### src/rtl/pc_sequencer_if.sv
// ============================================================================
// pc_sequencer_if : bundle between the core datapath and the next-PC sequencer
// Revision: 1.0
// ============================================================================
`default_nettype none

interface pc_sequencer_if;
  logic [31:0] pc_cur;
  logic        stall_ext;
  logic        br_taken;
  logic [15:0] br_imm;
  logic        jmp;
  logic [25:0] jmp_index;
  logic        jr;
  logic [31:0] rs_val;
  logic        exc_req;
  logic [4:0]  exc_cause_in;
  logic        eret;
  logic [31:0] epc_in;
  logic        mc_start;
  logic        mc_done;
  logic        pc_we;
  logic [31:0] pc_next;
  logic        stall;
  logic        exc_valid;
  logic [4:0]  exc_cause_out;
  logic [31:0] epc_out;
  logic        mc_timeout;

  modport master (
    output pc_cur, stall_ext, br_taken, br_imm, jmp, jmp_index, jr, rs_val,
           exc_req, exc_cause_in, eret, epc_in, mc_start, mc_done,
    input  pc_we, pc_next, stall, exc_valid, exc_cause_out, epc_out, mc_timeout
  );

  modport slave (
    input  pc_cur, stall_ext, br_taken, br_imm, jmp, jmp_index, jr, rs_val,
           exc_req, exc_cause_in, eret, epc_in, mc_start, mc_done,
    output pc_we, pc_next, stall, exc_valid, exc_cause_out, epc_out, mc_timeout
  );
endinterface

`default_nettype wire

### src/rtl/pc_sequencer.sv
// ============================================================================
// pc_sequencer : next-PC select for the single-cycle MIPS core, with a
//                mult/div freeze guarded by a watchdog counter.
// Revision: 1.0
// ============================================================================
`default_nettype none

module pc_sequencer #(
  parameter logic [31:0] RESET_PC   = 32'h00400000,
  parameter logic [31:0] EXC_VECTOR = 32'h00400004,
  parameter int          MC_TIMEOUT = 64,
  parameter int          CNT_W      = 7
) (
  input  wire logic      clk,
  input  wire logic      rst,
  pc_sequencer_if.slave  bus
);

  typedef enum logic [1:0] {
    S_RUN     = 2'd0,
    S_WAIT_MC = 2'd1
  } state_t;

  state_t             state_q, state_d;
  logic [CNT_W-1:0]   cnt_q, cnt_d;
  logic               mc_timeout_q, mc_timeout_d;

  logic [31:0]        pc4;
  logic [31:0]        br_tgt;
  logic [31:0]        j_tgt;
  logic               cnt_last;

  logic               we;
  logic [31:0]        nxt;
  logic               stl;
  logic               ev;
  logic [4:0]         cause;
  logic [31:0]        epc;

  always_comb begin
    pc4      = bus.pc_cur + 32'd4;
    br_tgt   = pc4 + {{14{bus.br_imm[15]}}, bus.br_imm, 2'b00};
    j_tgt    = {pc4[31:28], bus.jmp_index, 2'b00};
    cnt_last = (cnt_q == CNT_W'(MC_TIMEOUT - 1));
  end

  // The value on pc_next is a don't-care while pc_we is low; RESET_PC keeps it a known constant.
  always_comb begin
    state_d      = state_q;
    cnt_d        = cnt_q;
    mc_timeout_d = 1'b0;
    we           = 1'b0;
    nxt          = RESET_PC;
    stl          = 1'b1;
    ev           = 1'b0;
    cause        = 5'd0;
    epc          = 32'd0;

    case (state_q)
      S_RUN: begin
        if (!bus.stall_ext) begin
          we  = 1'b1;
          stl = 1'b0;
          if (bus.exc_req) begin
            nxt   = EXC_VECTOR;
            ev    = 1'b1;
            cause = bus.exc_cause_in;
            epc   = bus.pc_cur;
          end else if (bus.eret) begin
            nxt = bus.epc_in;
          end else if (bus.mc_start) begin
            we      = 1'b0;
            stl     = 1'b1;
            state_d = S_WAIT_MC;
            cnt_d   = '0;
          end else if (bus.jr) begin
            nxt = bus.rs_val;
          end else if (bus.jmp) begin
            nxt = j_tgt;
          end else if (bus.br_taken) begin
            nxt = br_tgt;
          end else begin
            nxt = pc4;
          end
        end
      end

      S_WAIT_MC: begin
        cnt_d = cnt_q + CNT_W'(1);
        // mc_done wins over the watchdog and over stall_ext.
        if (bus.mc_done || cnt_last) begin
          we           = 1'b1;
          nxt          = pc4;
          stl          = 1'b0;
          state_d      = S_RUN;
          cnt_d        = '0;
          mc_timeout_d = !bus.mc_done;
        end
      end

      default: begin
        state_d = S_RUN;
        cnt_d   = '0;
      end
    endcase
  end

  always_ff @(posedge clk or negedge rst) begin
    if (!rst) begin
      state_q      <= S_RUN;
      cnt_q        <= '0;
      mc_timeout_q <= 1'b0;
    end else begin
      state_q      <= state_d;
      cnt_q        <= cnt_d;
      mc_timeout_q <= mc_timeout_d;
    end
  end

  // Combinational outputs are held at zero for the whole time reset is asserted.
  always_comb begin
    bus.pc_we         = rst & we;
    bus.pc_next       = rst ? nxt : 32'd0;
    bus.stall         = rst & stl;
    bus.exc_valid     = rst & ev;
    bus.exc_cause_out = rst ? cause : 5'd0;
    bus.epc_out       = rst ? epc : 32'd0;
    bus.mc_timeout    = mc_timeout_q;
  end

endmodule

`default_nettype wire

### src/flat_wrapper.sv
// flat-port wrapper written by rule: the top's interface ports become plain ports
module pc_sequencer_flat 
#(
  parameter logic [31:0] RESET_PC   = 32'h00400000,
  parameter logic [31:0] EXC_VECTOR = 32'h00400004,
  parameter int          MC_TIMEOUT = 64,
  parameter int          CNT_W      = 7
)
  (clk, rst, bus_pc_cur, bus_stall_ext, bus_br_taken, bus_br_imm, bus_jmp, bus_jmp_index, bus_jr, bus_rs_val, bus_exc_req, bus_exc_cause_in, bus_eret, bus_epc_in, bus_mc_start, bus_mc_done, bus_pc_we, bus_pc_next, bus_stall, bus_exc_valid, bus_exc_cause_out, bus_epc_out, bus_mc_timeout);
  pc_sequencer_if bus_i ();
  input  wire logic clk;
  input  wire logic rst;
  input wire logic [$bits(bus_i.pc_cur)-1:0] bus_pc_cur;
  input wire logic [$bits(bus_i.stall_ext)-1:0] bus_stall_ext;
  input wire logic [$bits(bus_i.br_taken)-1:0] bus_br_taken;
  input wire logic [$bits(bus_i.br_imm)-1:0] bus_br_imm;
  input wire logic [$bits(bus_i.jmp)-1:0] bus_jmp;
  input wire logic [$bits(bus_i.jmp_index)-1:0] bus_jmp_index;
  input wire logic [$bits(bus_i.jr)-1:0] bus_jr;
  input wire logic [$bits(bus_i.rs_val)-1:0] bus_rs_val;
  input wire logic [$bits(bus_i.exc_req)-1:0] bus_exc_req;
  input wire logic [$bits(bus_i.exc_cause_in)-1:0] bus_exc_cause_in;
  input wire logic [$bits(bus_i.eret)-1:0] bus_eret;
  input wire logic [$bits(bus_i.epc_in)-1:0] bus_epc_in;
  input wire logic [$bits(bus_i.mc_start)-1:0] bus_mc_start;
  input wire logic [$bits(bus_i.mc_done)-1:0] bus_mc_done;
  output wire logic [$bits(bus_i.pc_we)-1:0] bus_pc_we;
  output wire logic [$bits(bus_i.pc_next)-1:0] bus_pc_next;
  output wire logic [$bits(bus_i.stall)-1:0] bus_stall;
  output wire logic [$bits(bus_i.exc_valid)-1:0] bus_exc_valid;
  output wire logic [$bits(bus_i.exc_cause_out)-1:0] bus_exc_cause_out;
  output wire logic [$bits(bus_i.epc_out)-1:0] bus_epc_out;
  output wire logic [$bits(bus_i.mc_timeout)-1:0] bus_mc_timeout;
  assign bus_i.pc_cur = bus_pc_cur;
  assign bus_i.stall_ext = bus_stall_ext;
  assign bus_i.br_taken = bus_br_taken;
  assign bus_i.br_imm = bus_br_imm;
  assign bus_i.jmp = bus_jmp;
  assign bus_i.jmp_index = bus_jmp_index;
  assign bus_i.jr = bus_jr;
  assign bus_i.rs_val = bus_rs_val;
  assign bus_i.exc_req = bus_exc_req;
  assign bus_i.exc_cause_in = bus_exc_cause_in;
  assign bus_i.eret = bus_eret;
  assign bus_i.epc_in = bus_epc_in;
  assign bus_i.mc_start = bus_mc_start;
  assign bus_i.mc_done = bus_mc_done;
  assign bus_pc_we = bus_i.pc_we;
  assign bus_pc_next = bus_i.pc_next;
  assign bus_stall = bus_i.stall;
  assign bus_exc_valid = bus_i.exc_valid;
  assign bus_exc_cause_out = bus_i.exc_cause_out;
  assign bus_epc_out = bus_i.epc_out;
  assign bus_mc_timeout = bus_i.mc_timeout;
  pc_sequencer #(.RESET_PC(RESET_PC), .EXC_VECTOR(EXC_VECTOR), .MC_TIMEOUT(MC_TIMEOUT), .CNT_W(CNT_W)) u_core (.clk(clk), .rst(rst), .bus(bus_i));
endmodule
### config.mk
export PLATFORM = sky130hd
export DESIGN_NAME = pc_sequencer_flat
export DESIGN_NICKNAME = d
export VERILOG_FILES = /design/src/rtl/pc_sequencer_if.sv /design/src/rtl/pc_sequencer.sv /design/src/flat_wrapper.sv
export SDC_FILE = /design/constraint.sdc
export NUM_CORES = 1
export LEC_CHECK = 0
export CAP_MARGIN = 10
export CORE_MARGIN = 5
export CORE_UTILIZATION = 50
export DETAILED_ROUTE_END_ITERATION = 7
export DONT_BUFFER_PORTS = 1
export HOLD_SLACK_MARGIN = 0.02
export PLACE_DENSITY_LB_ADDON = 0.2
export REMOVE_ABC_BUFFERS = 1
export SKIP_LAST_GASP = 1
export SLEW_MARGIN = 20
export SYNTH_ARGS = -nofsm -noshare
export SYNTH_HDL_FRONTEND = slang
export SYNTH_SLANG_ARGS = --single-unit
### constraint.sdc
create_clock -name clk -period 10.5 [get_ports clk]
set_clock_uncertainty 0.05 [all_clocks]
set_input_delay 3.15 -clock clk [delete_from_list [all_inputs] [get_ports clk]]
set_output_delay 3.15 -clock clk [all_outputs]
set_load 0.1 [all_outputs]
* Word level (Yosys, flattened, before mapping)
Cells that the tools add are included.
W data, S select, Z words.
** Word-level totals
- Register bits :: 10
- Input bits :: 153
- Output and inout bits :: 73
- Word-level logic and storage cells :: 68
** Cells by class
- Add/sub/neg operators :: 3
- Equality and inequality tests :: 7
- Mux-type cells :: 47
- Bitwise logic cells :: 3
- Reduce and logical (&&, ||, !) cells :: 5
** Operators with widths (count)
- $mux W32 :: 13
- $pmux W32 S2 :: 1
- $mux W7 :: 5
- $add A32 B3 Y32 const B :: 1
- $add A32 B32 Y32 :: 1
- $mux W5 :: 4
- $mux W1 :: 15
- $pmux W7 S2 :: 1
- $mux W2 :: 5
- $ne A2 B2 Y1 const B :: 4
- $add A7 B1 Y7 const B :: 1
- $eq A7 B6 Y1 const B :: 1
- $reduce_and A5 Y1 :: 1
- $pmux W1 S2 :: 2
- $pmux W2 S2 :: 1
- $reduce_and A4 Y1 :: 1
- $and A1 B1 Y1 :: 3
- $eq A2 B1 Y1 const B :: 1
- $logic_not A2 Y1 :: 1
- $ne A2 B1 Y1 const B :: 1
- $logic_not A1 Y1 :: 1
- $logic_or A1 B1 Y1 :: 1

* Depth between registers and ports, before layout
Gate-level depths: netlist of run 1.
- Depth after elaboration :: 11
- Mapped depth :: 18
- Gate-level depth less buffers :: 17

* Worst setup path after synthesis of run 1
No wires, ideal clock.
- Path kind :: input to output
- Start point :: in bus_pc_cur[2]
- End point :: out bus_pc_next[31]
- Arrival time :: 8148 ps
- Data required time :: 7300 ps
- Path slack :: -848 ps
- Cell stages on the path :: 16
- Buffers on the path :: 0
- Cells stage by stage :: ha_1 -> nand2_1 -> nor4_1 -> and2_1 -> nand3_1 -> xnor2_1 -> ha_1 -> a21o_1 -> a21o_1 -> a21o_1 -> and2_1 -> o31ai_1 -> a21oi_1 -> xor2_1 -> and3_1 -> o31ai_1
** On the way
- Cells in the longest elaborated chain, start to end :: 11
- Elaborated cells on any way between the ends :: 12
- Those cells by class :: 2 x add/sub; 10 x mux
** RTL lines
- from (decl) :: line flat_wrapper.sv:13 : input wire logic [$bits(bus_i.pc_cur)-1:0] bus_pc_cur;
- $add A32 B3 Y32 * :: line pc_sequencer.sv:41 : pc4 = bus.pc_cur + 32'd4;
- $add A32 B32 Y32 :: line pc_sequencer.sv:42 : br_tgt = pc4 + {{14{bus.br_imm[15]}}, bus.br_imm, 2'b00};
- $mux W32 :: line pc_sequencer.sv:80 : end else if (bus.br_taken) begin
- $mux W32 :: line pc_sequencer.sv:78 : end else if (bus.jmp) begin
- $mux W32 :: line pc_sequencer.sv:76 : end else if (bus.jr) begin
- $mux W32 :: line pc_sequencer.sv:71 : end else if (bus.mc_start) begin
- $mux W32 :: line pc_sequencer.sv:69 : end else if (bus.eret) begin
- $mux W32 :: line pc_sequencer.sv:64 : if (bus.exc_req) begin
- $mux W32 :: line pc_sequencer.sv:61 : if (!bus.stall_ext) begin
- $pmux W32 S2 * :: line pc_sequencer.sv:59 : case (state_q)
- $mux W32 * :: line pc_sequencer.sv:123 : bus.pc_next = rst ? nxt : 32'd0;
- to (decl) :: line flat_wrapper.sv:28 : output wire logic [$bits(bus_i.pc_next)-1:0] bus_pc_next;
Mark *: on every way between the ends. The rest lies on a longest branch, timed or not.

* Worst setup path in the final report of run 1
Ends and elaborated chain as after synthesis.

==> run_summary.xml, run 1 <==
<?xml version="1.0" encoding="UTF-8"?>
<metrics>
  <group name="synth">
    <metric name="synth_top_flop_cell" unit="">sky130_fd_sc_hd__dfrtp_1</metric>
    <metric name="post-synth-top-area-cell" unit="">sky130_fd_sc_hd__ha_1</metric>
    <metric name="synth_async_sr_flop_share" unit="%">100</metric>
    <metric name="synth_cell_types" unit="">60</metric>
    <metric name="ys_top_cells_by_area" unit="">sky130_fd_sc_hd__ha_1 (10%), sky130_fd_sc_hd__a21oi_1 (6.9%), sky130_fd_sc_hd__and2_1 (6.7%)</metric>
    <metric name="mappedNetlistArea" unit="µm²">4300</metric>
    <metric name="seq_area_frac_synth" unit="%">5.24</metric>
    <metric name="yosys_warnings" unit="">0</metric>
    <metric name="avg_synthesized_cell_area" unit="µm²">6.49</metric>
    <metric name="synthesis.instances" unit="">663</metric>
    <metric name="synth-seq-cells" unit="">9</metric>
    <metric name="post-synth-top-area-fraction" unit="%">10.5</metric>
    <metric name="synth-edff-count" unit="">0</metric>
  </group>
  <group name="sta">
    <metric name="rsz0062_at_grt" unit="">false</metric>
    <metric name="setup_violations" unit="">0</metric>
    <metric name="worst_pin_slew" unit="ns">1.06</metric>
    <metric name="period_needed" unit="ns">10.17</metric>
    <metric name="hold_viol" unit="">0</metric>
    <metric name="fin_crit_sh" unit="%">96.8</metric>
    <metric name="max_clock_freq" unit="MHz">98.4</metric>
    <metric name="timing_max_transition_violations_final" unit="">0</metric>
    <metric name="slew_headroom" unit="%">28.8</metric>
  </group>
  <group name="power">
    <metric name="power_frac_clock" unit="%">8.2</metric>
    <metric name="pwr-share-comb" unit="%">82.3</metric>
    <metric name="post-layout-total-power" unit="mW">0.501</metric>
    <metric name="total_switching_power" unit="mW">0.326</metric>
    <metric name="sw_frac_of_total" unit="%">65.1</metric>
    <metric name="power_density" unit="nW/µm²">106</metric>
    <metric name="cell_internal_pwr" unit="mW">0.175</metric>
    <metric name="max-vdd-ir-drop" unit="V">0.0000514</metric>
    <metric name="seqPwrFrac" unit="%">9.5</metric>
    <metric name="power.leakage" unit="nW">1.98</metric>
  </group>
  <group name="worst_setup_path">
    <metric name="crit_top_cell" unit="">sky130_fd_sc_hd__a21o_1</metric>
    <metric name="critical_path_arrival" unit="ns">6.97</metric>
    <metric name="timing.setup.critical_path_class" unit="">input port to output port</metric>
    <metric name="crit_buf_inv" unit="">1</metric>
    <metric name="setup.worst_path.start_class" unit="">input port</metric>
    <metric name="max_stage_delay" unit="ns">0.39</metric>
    <metric name="cpMaxStageDelayCell" unit="">sky130_fd_sc_hd__nor4_1</metric>
    <metric name="worst_setup_path_end_kind" unit="">output port</metric>
    <metric name="worstRegToRegCells" unit="">6</metric>
    <metric name="critPathTopFamily" unit="">compound AO/OA/AOI/OAI gates</metric>
    <metric name="worstSetupPathDepth" unit="">17</metric>
    <metric name="critPathMaxFanout" unit="">6</metric>
    <metric name="required_arrival_time_at_the_worst_endpoint" unit="ns">7.30</metric>
    <metric name="timing.critical_path.cells" unit="">ha_1, nand2_1, nor4_1, and2_1, nand3_1, xnor2_1, ha_1, a21o_1, a21o_1, a21o_1, and2_1, o31ai_1, a21oi_1, xor2_1, and3_1, o31ai_4, buf_12</metric>
  </group>
  <group name="grt">
    <metric name="globalRoute.totalOverflow" unit="">0</metric>
    <metric name="grt_pass1_wl" unit="µm">27000</metric>
    <metric name="grt_start_max_net_pins" unit="">39</metric>
    <metric name="antenna_found_initial" unit="">0</metric>
    <metric name="first_global_vias" unit="">5043</metric>
    <metric name="grt.total_usage" unit="%">32.5</metric>
  </group>
  <group name="die">
    <metric name="start_util" unit="%">51.8</metric>
    <metric name="die_area" unit="µm²">10600</metric>
    <metric name="rows" unit="">33</metric>
    <metric name="die-height" unit="µm">103</metric>
    <metric name="floorplan.core_area" unit="µm²">8300</metric>
    <metric name="ios" unit="">226</metric>
    <metric name="die_width" unit="µm">103</metric>
  </group>
  <group name="detailed_routing">
    <metric name="routed_via_density" unit="">6.94</metric>
    <metric name="ant_nets" unit="">0</metric>
    <metric name="dr_total_vias" unit="">5350</metric>
    <metric name="drt-pass1-iter-count" unit="">7</metric>
    <metric name="detailedRoute.firstIterationViolations" unit="">397</metric>
    <metric name="avgRoutedWirePerCell" unit="µm">23.9</metric>
    <metric name="drt_wl_total" unit="µm">18400</metric>
    <metric name="drcViolationCount" unit="">0</metric>
  </group>
  <group name="clocking">
    <metric name="post_cts_resized" unit="">0</metric>
    <metric name="ctsHoldBuffers" unit="">0</metric>
    <metric name="numCtsBuffers" unit="">3</metric>
    <metric name="cts.repair_timing.setup_buffer_count" unit="">0</metric>
    <metric name="cts_sinks" unit="">9</metric>
    <metric name="worst_setup_hold_path_clk_slew" unit="ns">0.05</metric>
    <metric name="tritoncts" unit="">yes</metric>
    <metric name="clockRootBuffer" unit="">sky130_fd_sc_hd__clkbuf_8</metric>
    <metric name="cts_htree_levels" unit="">1</metric>
    <metric name="clock_path_buffers" unit="">2</metric>
    <metric name="clock_latency" unit="ns">0.24</metric>
  </group>
  <group name="job">
    <metric name="timing.max_cap.violations" unit="">0</metric>
  </group>
  <group name="worst_hold_path">
    <metric name="min-delay-path-class" unit="">flip-flop to flip-flop</metric>
    <metric name="min_delay_path_depth" unit="">1</metric>
  </group>
  <group name="finish">
    <metric name="layout-drive-gt1-share" unit="%">10.7</metric>
    <metric name="finish.utilization" unit="%">56.9</metric>
    <metric name="finish.net_count" unit="">857</metric>
    <metric name="insertedDiodeCount" unit="">0</metric>
    <metric name="synthToLayoutAreaGrowth" unit="%">9.72</metric>
  </group>
  <group name="outcome">
    <metric name="outcome" unit="">finished, final reports clean</metric>
  </group>
  <group name="placement">
    <metric name="portBuffers" unit="">0</metric>
    <metric name="place.gp.congestion" unit="">0.990</metric>
    <metric name="detailedPlacementHpwl" unit="µm">14600</metric>
  </group>
</metrics>
[flip-flops by register name, indices dropped and copies added (netlist names)]
name	flops
u_core.state_q	1
u_core.cnt_q	7
u_core.bus.mc_timeout	1
[routing by layer]
layer	part of all wire, %	GRT usage (%)	vias to the layer above
li1	-	-	2448
met1	40	44.1	2490
met2	47	53.9	365
met3	11	4.60	47
met4	2.6	8.47	0
met5	0	0	-
[cells in the final DEF, fill, tap and decap left out, types with 9 or more instances in the layout]
cell type,n
sky130_fd_sc_hd__o21ai_0,40
sky130_fd_sc_hd__nand2_1,72
sky130_fd_sc_hd__o21ai_2,11
sky130_fd_sc_hd__and3_1,19
sky130_fd_sc_hd__a22oi_1,21
sky130_fd_sc_hd__nor3_1,13
sky130_fd_sc_hd__dfrtp_1,9
sky130_fd_sc_hd__a21oi_1,58
sky130_fd_sc_hd__a22o_1,9
sky130_fd_sc_hd__ha_1,36
sky130_fd_sc_hd__and2_1,46
sky130_fd_sc_hd__xor2_1,17
sky130_fd_sc_hd__a21o_1,12
sky130_fd_sc_hd__buf_4,29
sky130_fd_sc_hd__nand3_1,20
sky130_fd_sc_hd__xnor2_1,32
sky130_fd_sc_hd__inv_1,21
sky130_fd_sc_hd__nor2_1,60
[cells by family after synthesis]
| group | after synthesis | share of synthesized area [%] |
|---|---|---|
| buf+inv | 53 | 4.63 |
| simple gates | 277 | 32.2 |
| fa+ha+maj | 37 | 10.9 |
| compound gates | 230 | 35.1 |
| mux | 8 | 1.89 |
| xor+xnor | 49 | 9.98 |
| flops | 9 | 5.24 |
[metrics by stage]
| stage | instance area [µm²] | instances | setup TNS, ns | hold WS, ns | setup slack (ns) |
|---|---|---|---|---|---|
| 2_1_floorplan | 4180 | 632 | -2.96 | 0.385 | -0.848 |
| 3_3_place_gp | 4670 | 767 | 0 | 0.412 | 0.534 |
| 3_5_place_dp | 4670 | 767 | 0 | 0.414 | 0.398 |
| 4_1_cts | 4720 | 771 | 0 | 0.420 | 0.373 |
| 5_1_grt | 4720 | 771 | 0 | 0.458 | 0.0244 |
| 6_report | 4720 | 771 | 0 | 0.425 | 0.334 |
[power by group through the flow]
stage / clock (mW) / combinational (mW) / sequential, mW
after CTS: 0.0408 / 0.408 / 0.0470
after global routing: 0.0423 / 0.437 / 0.0486
after detailed placement: 0 / 0.407 / 0.0476
after floorplan: 0 / 0.333 / 0.0463
final: 0.0411 / 0.412 / 0.0474
after global placement: 0 / 0.404 / 0.0473
[synth_stat cells, types with 4 or more instances]
cell type / count
sky130_fd_sc_hd__nor4_1: 5
sky130_fd_sc_hd__a31oi_1: 6
sky130_fd_sc_hd__xnor2_1: 32
sky130_fd_sc_hd__o31a_1: 4
sky130_fd_sc_hd__a221o_1: 4
sky130_fd_sc_hd__o21ai_0: 51
sky130_fd_sc_hd__a21oi_1: 59
sky130_fd_sc_hd__dfrtp_1: 9
sky130_fd_sc_hd__a22o_1: 9
sky130_fd_sc_hd__nor3_1: 14
sky130_fd_sc_hd__a22oi_1: 21
sky130_fd_sc_hd__xor2_1: 17
sky130_fd_sc_hd__a221oi_1: 6
sky130_fd_sc_hd__o21a_1: 8
sky130_fd_sc_hd__inv_1: 21
sky130_fd_sc_hd__ha_1: 36
sky130_fd_sc_hd__nand2_1: 72
sky130_fd_sc_hd__o31ai_1: 4
sky130_fd_sc_hd__and3_1: 20
sky130_fd_sc_hd__o21bai_1: 5
sky130_fd_sc_hd__clkbuf_1: 28
sky130_fd_sc_hd__o221ai_1: 5
sky130_fd_sc_hd__o22ai_1: 6
sky130_fd_sc_hd__a211oi_1: 8
sky130_fd_sc_hd__nand2b_1: 6
sky130_fd_sc_hd__and2_1: 46
sky130_fd_sc_hd__nand3_1: 20
sky130_fd_sc_hd__nor2b_1: 14
sky130_fd_sc_hd__a21o_1: 12
sky130_fd_sc_hd__nand4_1: 7
sky130_fd_sc_hd__mux2i_1: 7
sky130_fd_sc_hd__nor2_1: 60
[layout make-up]
cell class,instances,area (µm²)
sequential,9,225
inverter,22,82.6
clock buffer,4,45.0
fill,815,3580
timing repair buffer,30,238
tap,105,131
multi-input combinational,601,4000
[path summary, 6_finish.rpt]
kind / startpoint / end / slack [ns]
hold reg to reg: u_core.cnt_q[6]$_DFFE_PN0P_ / u_core.bus.mc_timeout$_DFF_PN0_ / 0.42
max in group asynchronous: rst / u_core.cnt_q[3]$_DFFE_PN0P_ / 7.77
setup reg to reg: u_core.cnt_q[0]$_DFFE_PN0P_ / u_core.cnt_q[3]$_DFFE_PN0P_ / 8.42
hold / removal: u_core.cnt_q[6]$_DFFE_PN0P_ / u_core.bus.mc_timeout$_DFF_PN0_ / 0.42
min in group asynchronous: rst / u_core.cnt_q[4]$_DFFE_PN0P_ / 2.56
setup / recovery: bus_pc_cur[2] / bus_pc_next[31] / 0.33
(Power assumes the default switching activity.)
==> inputs of run 2 (changes only) <==
--- a/config.mk
+++ b/config.mk
@@ -7,11 +7,10 @@
 export LEC_CHECK = 0
 export CAP_MARGIN = 10
 export CORE_MARGIN = 5
-export CORE_UTILIZATION = 50
+export CORE_UTILIZATION = 41
 export DETAILED_ROUTE_END_ITERATION = 7
-export DONT_BUFFER_PORTS = 1
 export HOLD_SLACK_MARGIN = 0.02
-export PLACE_DENSITY_LB_ADDON = 0.2
+export PLACE_DENSITY = 0.8
 export REMOVE_ABC_BUFFERS = 1
 export SKIP_LAST_GASP = 1
 export SLEW_MARGIN = 20
==> run 2 against run 1 <==
Effect of this change:
- total power up 27%
- clock-buffer cell count unchanged
- combinational power grew 33%
- global-route usage fell by 0.14 points
- sequential power is 2% higher
- cell count up 36%
- hold slack got worse by 0.0053 ns
- first-iteration DRC count is 23% higher
- sequential share of layout area down 1.7 points
- die area grew 20%
- largest power group unchanged
- via count rose by 17%
- non-clock buffer count increased by 248
==> run_summary.xml, run 2 (synthesis results as in run 1) <==
<?xml version="1.0" encoding="UTF-8"?>
<metrics>
  <group name="finish">
    <metric name="layout-drive-gt1-share" unit="%">17.0</metric>
    <metric name="synthToLayoutAreaGrowth" unit="%">68.9</metric>
    <metric name="commonest_cells_after_routing_fill_and_taps_aside" unit="">sky130_fd_sc_hd__clkdlybuf4s50_1 (150), sky130_fd_sc_hd__buf_4 (100), sky130_fd_sc_hd__nand2_1 (72)</metric>
    <metric name="insertedDiodeCount" unit="">0</metric>
    <metric name="layout.cells.most_common" unit="">sky130_fd_sc_hd__clkdlybuf4s50_1</metric>
    <metric name="finish.net_count" unit="">1105</metric>
    <metric name="max_reg_flops" unit="">7</metric>
    <metric name="largest-register" unit="">u_core.cnt_q</metric>
  </group>
  <group name="die">
    <metric name="floorplan.core_area" unit="µm²">10300</metric>
    <metric name="rows" unit="">37</metric>
    <metric name="start_util" unit="%">41.8</metric>
    <metric name="die_area" unit="µm²">12600</metric>
    <metric name="ios" unit="">226</metric>
    <metric name="die-height" unit="µm">112</metric>
    <metric name="die_width" unit="µm">112</metric>
  </group>
  <group name="clocking">
    <metric name="clock_latency" unit="ns">0.23</metric>
    <metric name="ctsHoldBuffers" unit="">0</metric>
    <metric name="numCtsBuffers" unit="">3</metric>
    <metric name="cts_htree_levels" unit="">1</metric>
    <metric name="clock_path_buffers" unit="">2</metric>
    <metric name="tritoncts" unit="">yes</metric>
    <metric name="worst_setup_hold_path_clk_slew" unit="ns">0.05</metric>
    <metric name="cts_sinks" unit="">9</metric>
    <metric name="clockRootBuffer" unit="">sky130_fd_sc_hd__clkbuf_8</metric>
  </group>
  <group name="worst_setup_path">
    <metric name="timing.setup.critical_path_class" unit="">input port to output port</metric>
    <metric name="reg2reg_setup_slack" unit="ns">8.43</metric>
    <metric name="crit_startpoint" unit="">bus_pc_cur[14]</metric>
    <metric name="end_of_the_worst_register_to_register_path" unit="">u_core.cnt_q[3]$_DFFE_PN0P_</metric>
    <metric name="crit-reg2reg-launch" unit="">u_core.cnt_q[0]$_DFFE_PN0P_</metric>
    <metric name="crit_buf_inv" unit="">5</metric>
    <metric name="worstSetupPathDepth" unit="">20</metric>
    <metric name="critPathMaxFanout" unit="">5</metric>
    <metric name="worst_setup_path_end_kind" unit="">output port</metric>
    <metric name="crit_top_cell" unit="">sky130_fd_sc_hd__buf_4</metric>
    <metric name="critical_path_arrival" unit="ns">7.18</metric>
    <metric name="max_stage_delay" unit="ns">0.53</metric>
    <metric name="setup.worst_path.start_class" unit="">input port</metric>
    <metric name="required_arrival_time_at_the_worst_endpoint" unit="ns">7.30</metric>
    <metric name="critPathTopFamily" unit="">simple AND/OR/NAND/NOR gates</metric>
    <metric name="cpMaxStageDelayCell" unit="">sky130_fd_sc_hd__clkdlybuf4s50_1</metric>
    <metric name="worstRegToRegCells" unit="">6</metric>
    <metric name="endpoint" unit="">bus_pc_next[31]</metric>
    <metric name="timing.critical_path.cells" unit="">clkdlybuf4s50_1, nand3_2, nor4_2, buf_4, and2_1, nand4_1, xnor2_2, ha_1, buf_4, nand2_1, nor2_2, nand3_1, a211oi_2, o31ai_2, a21oi_1, xor2_1, and3_1, o31ai_1, buf_4, buf_12</metric>
  </group>
  <group name="detailed_routing">
    <metric name="drt_wl_total" unit="µm">21900</metric>
    <metric name="avgRoutedWirePerCell" unit="µm">20.9</metric>
    <metric name="drt-pass1-iter-count" unit="">7</metric>
    <metric name="dr_total_vias" unit="">6256</metric>
    <metric name="drcViolationCount" unit="">0</metric>
    <metric name="ant_nets" unit="">0</metric>
    <metric name="routed_via_density" unit="">5.96</metric>
    <metric name="detailedRoute.firstIterationViolations" unit="">488</metric>
  </group>
  <group name="power">
    <metric name="power_density" unit="nW/µm²">87.4</metric>
    <metric name="max-vdd-ir-drop" unit="V">0.0000797</metric>
    <metric name="power.leakage" unit="nW">3.14</metric>
  </group>
  <group name="grt">
    <metric name="grt_pass1_wl" unit="µm">33200</metric>
    <metric name="globalRoute.totalOverflow" unit="">0</metric>
    <metric name="antenna_found_initial" unit="">0</metric>
    <metric name="grt_start_max_net_pins" unit="">39</metric>
    <metric name="grt.total_usage" unit="%">32.3</metric>
    <metric name="first_global_vias" unit="">6248</metric>
  </group>
  <group name="placement">
    <metric name="preCtsSetupSlack" unit="ns">-0.106</metric>
    <metric name="place.gp.congestion" unit="">0.991</metric>
    <metric name="detailedPlacementHpwl" unit="µm">17400</metric>
    <metric name="portBuffers" unit="">225</metric>
  </group>
  <group name="sta">
    <metric name="finalSetupTns" unit="ns">0</metric>
    <metric name="max_clock_freq" unit="MHz">96.3</metric>
    <metric name="slew_headroom" unit="%">33.9</metric>
    <metric name="hold_viol" unit="">0</metric>
    <metric name="period_needed" unit="ns">10.38</metric>
    <metric name="rsz0062_at_grt" unit="">true</metric>
    <metric name="timing_max_transition_violations_final" unit="">0</metric>
    <metric name="worst_pin_slew" unit="ns">0.987</metric>
    <metric name="finalWorstSetupSlack" unit="ns">0.120</metric>
    <metric name="setup_violations" unit="">0</metric>
    <metric name="fin_crit_sh" unit="%">98.9</metric>
    <metric name="hold_ws" unit="ns">0.420</metric>
  </group>
  <group name="worst_hold_path">
    <metric name="min-delay-path-class" unit="">flip-flop to flip-flop</metric>
  </group>
  <group name="job">
    <metric name="timing.max_cap.violations" unit="">0</metric>
  </group>
  <group name="outcome">
    <metric name="outcome" unit="">finished, final reports clean</metric>
  </group>
</metrics>
[run 2: cell count changes in the layout (fill, tap and decap cells not counted), sizes merged]
| cell | previous run | this run |
|---|---|---|
| clkdlybuf4s50 | 0 | 150 |
| buf | 30 | 124 |
| dlymetal6s2s | 0 | 4 |
[run 2: what timing repair did]
item,4_1_cts,5_1_grt
gates resized for setup,4,17
endpoints found under the setup margin,3,11
buffers inserted,0,3
pin swaps,0,5
endpoints found under the hold margin,0,0
[run 2: how the worst min path moves through the flow]
| stage | end | cells after the start | start | slack, ns |
|---|---|---|---|---|
| 2_1_floorplan | u_core.bus.mc_timeout$_DFF_PN0_ | 1 | u_core.cnt_q[6]$_DFFE_PN0P_ | 0.39 |
| 3_3_place_gp | u_core.bus.mc_timeout$_DFF_PN0_ | 1 | u_core.cnt_q[6]$_DFFE_PN0P_ | 0.41 |
| 3_5_place_dp | u_core.bus.mc_timeout$_DFF_PN0_ | 1 | u_core.cnt_q[6]$_DFFE_PN0P_ | 0.41 |
| 4_1_cts | u_core.bus.mc_timeout$_DFF_PN0_ | 1 | u_core.cnt_q[6]$_DFFE_PN0P_ | 0.42 |
| 5_1_grt | u_core.bus.mc_timeout$_DFF_PN0_ | 1 | u_core.cnt_q[6]$_DFFE_PN0P_ | 0.45 |
| 6_report | u_core.bus.mc_timeout$_DFF_PN0_ | 1 | u_core.cnt_q[6]$_DFFE_PN0P_ | 0.42 |
[run 2: final cells by class]
| class | count | area [µm²] |
|---|---|---|
| multi-input cells | 601 | 3960 |
| fillers | 876 | 3010 |
| repair buffers | 278 | 2780 |
| flip-flops and latches | 9 | 225 |
| well taps | 136 | 170 |
| inverters | 22 | 82.6 |
| clock buffers | 4 | 45.0 |
[run 2: layer usage]
layer,track usage [%],vias up,routed length [µm]
met3,5.34,58,1790
met5,0,-,0
met2,54.5,351,10200
met1,41.2,2909,9010
met4,12.3,0,858
li1,-,2938,-
[run 2: report_power, final]
part | switching (mW) | internal [mW] | total (mW)
logic | 0.343 | 0.204 | 0.547
registers | 0.00773 | 0.0406 | 0.0484
clock network | 0.0130 | 0.0264 | 0.0393
[run 2: through the flow]
step / power [mW] / area (µm²) / cells / utilization, %
2_1_floorplan: 0.380 / 4180 / 632 / -
3_5_place_dp: 0.583 / 7100 / 1043 / 69.1
3_3_place_gp: 0.577 / 7100 / 1043 / 69.1
4_1_cts: 0.626 / 7170 / 1047 / 69.7
5_1_grt: 0.667 / 7260 / 1050 / 70.7
6_report: 0.635 / 7260 / 1050 / 70.7
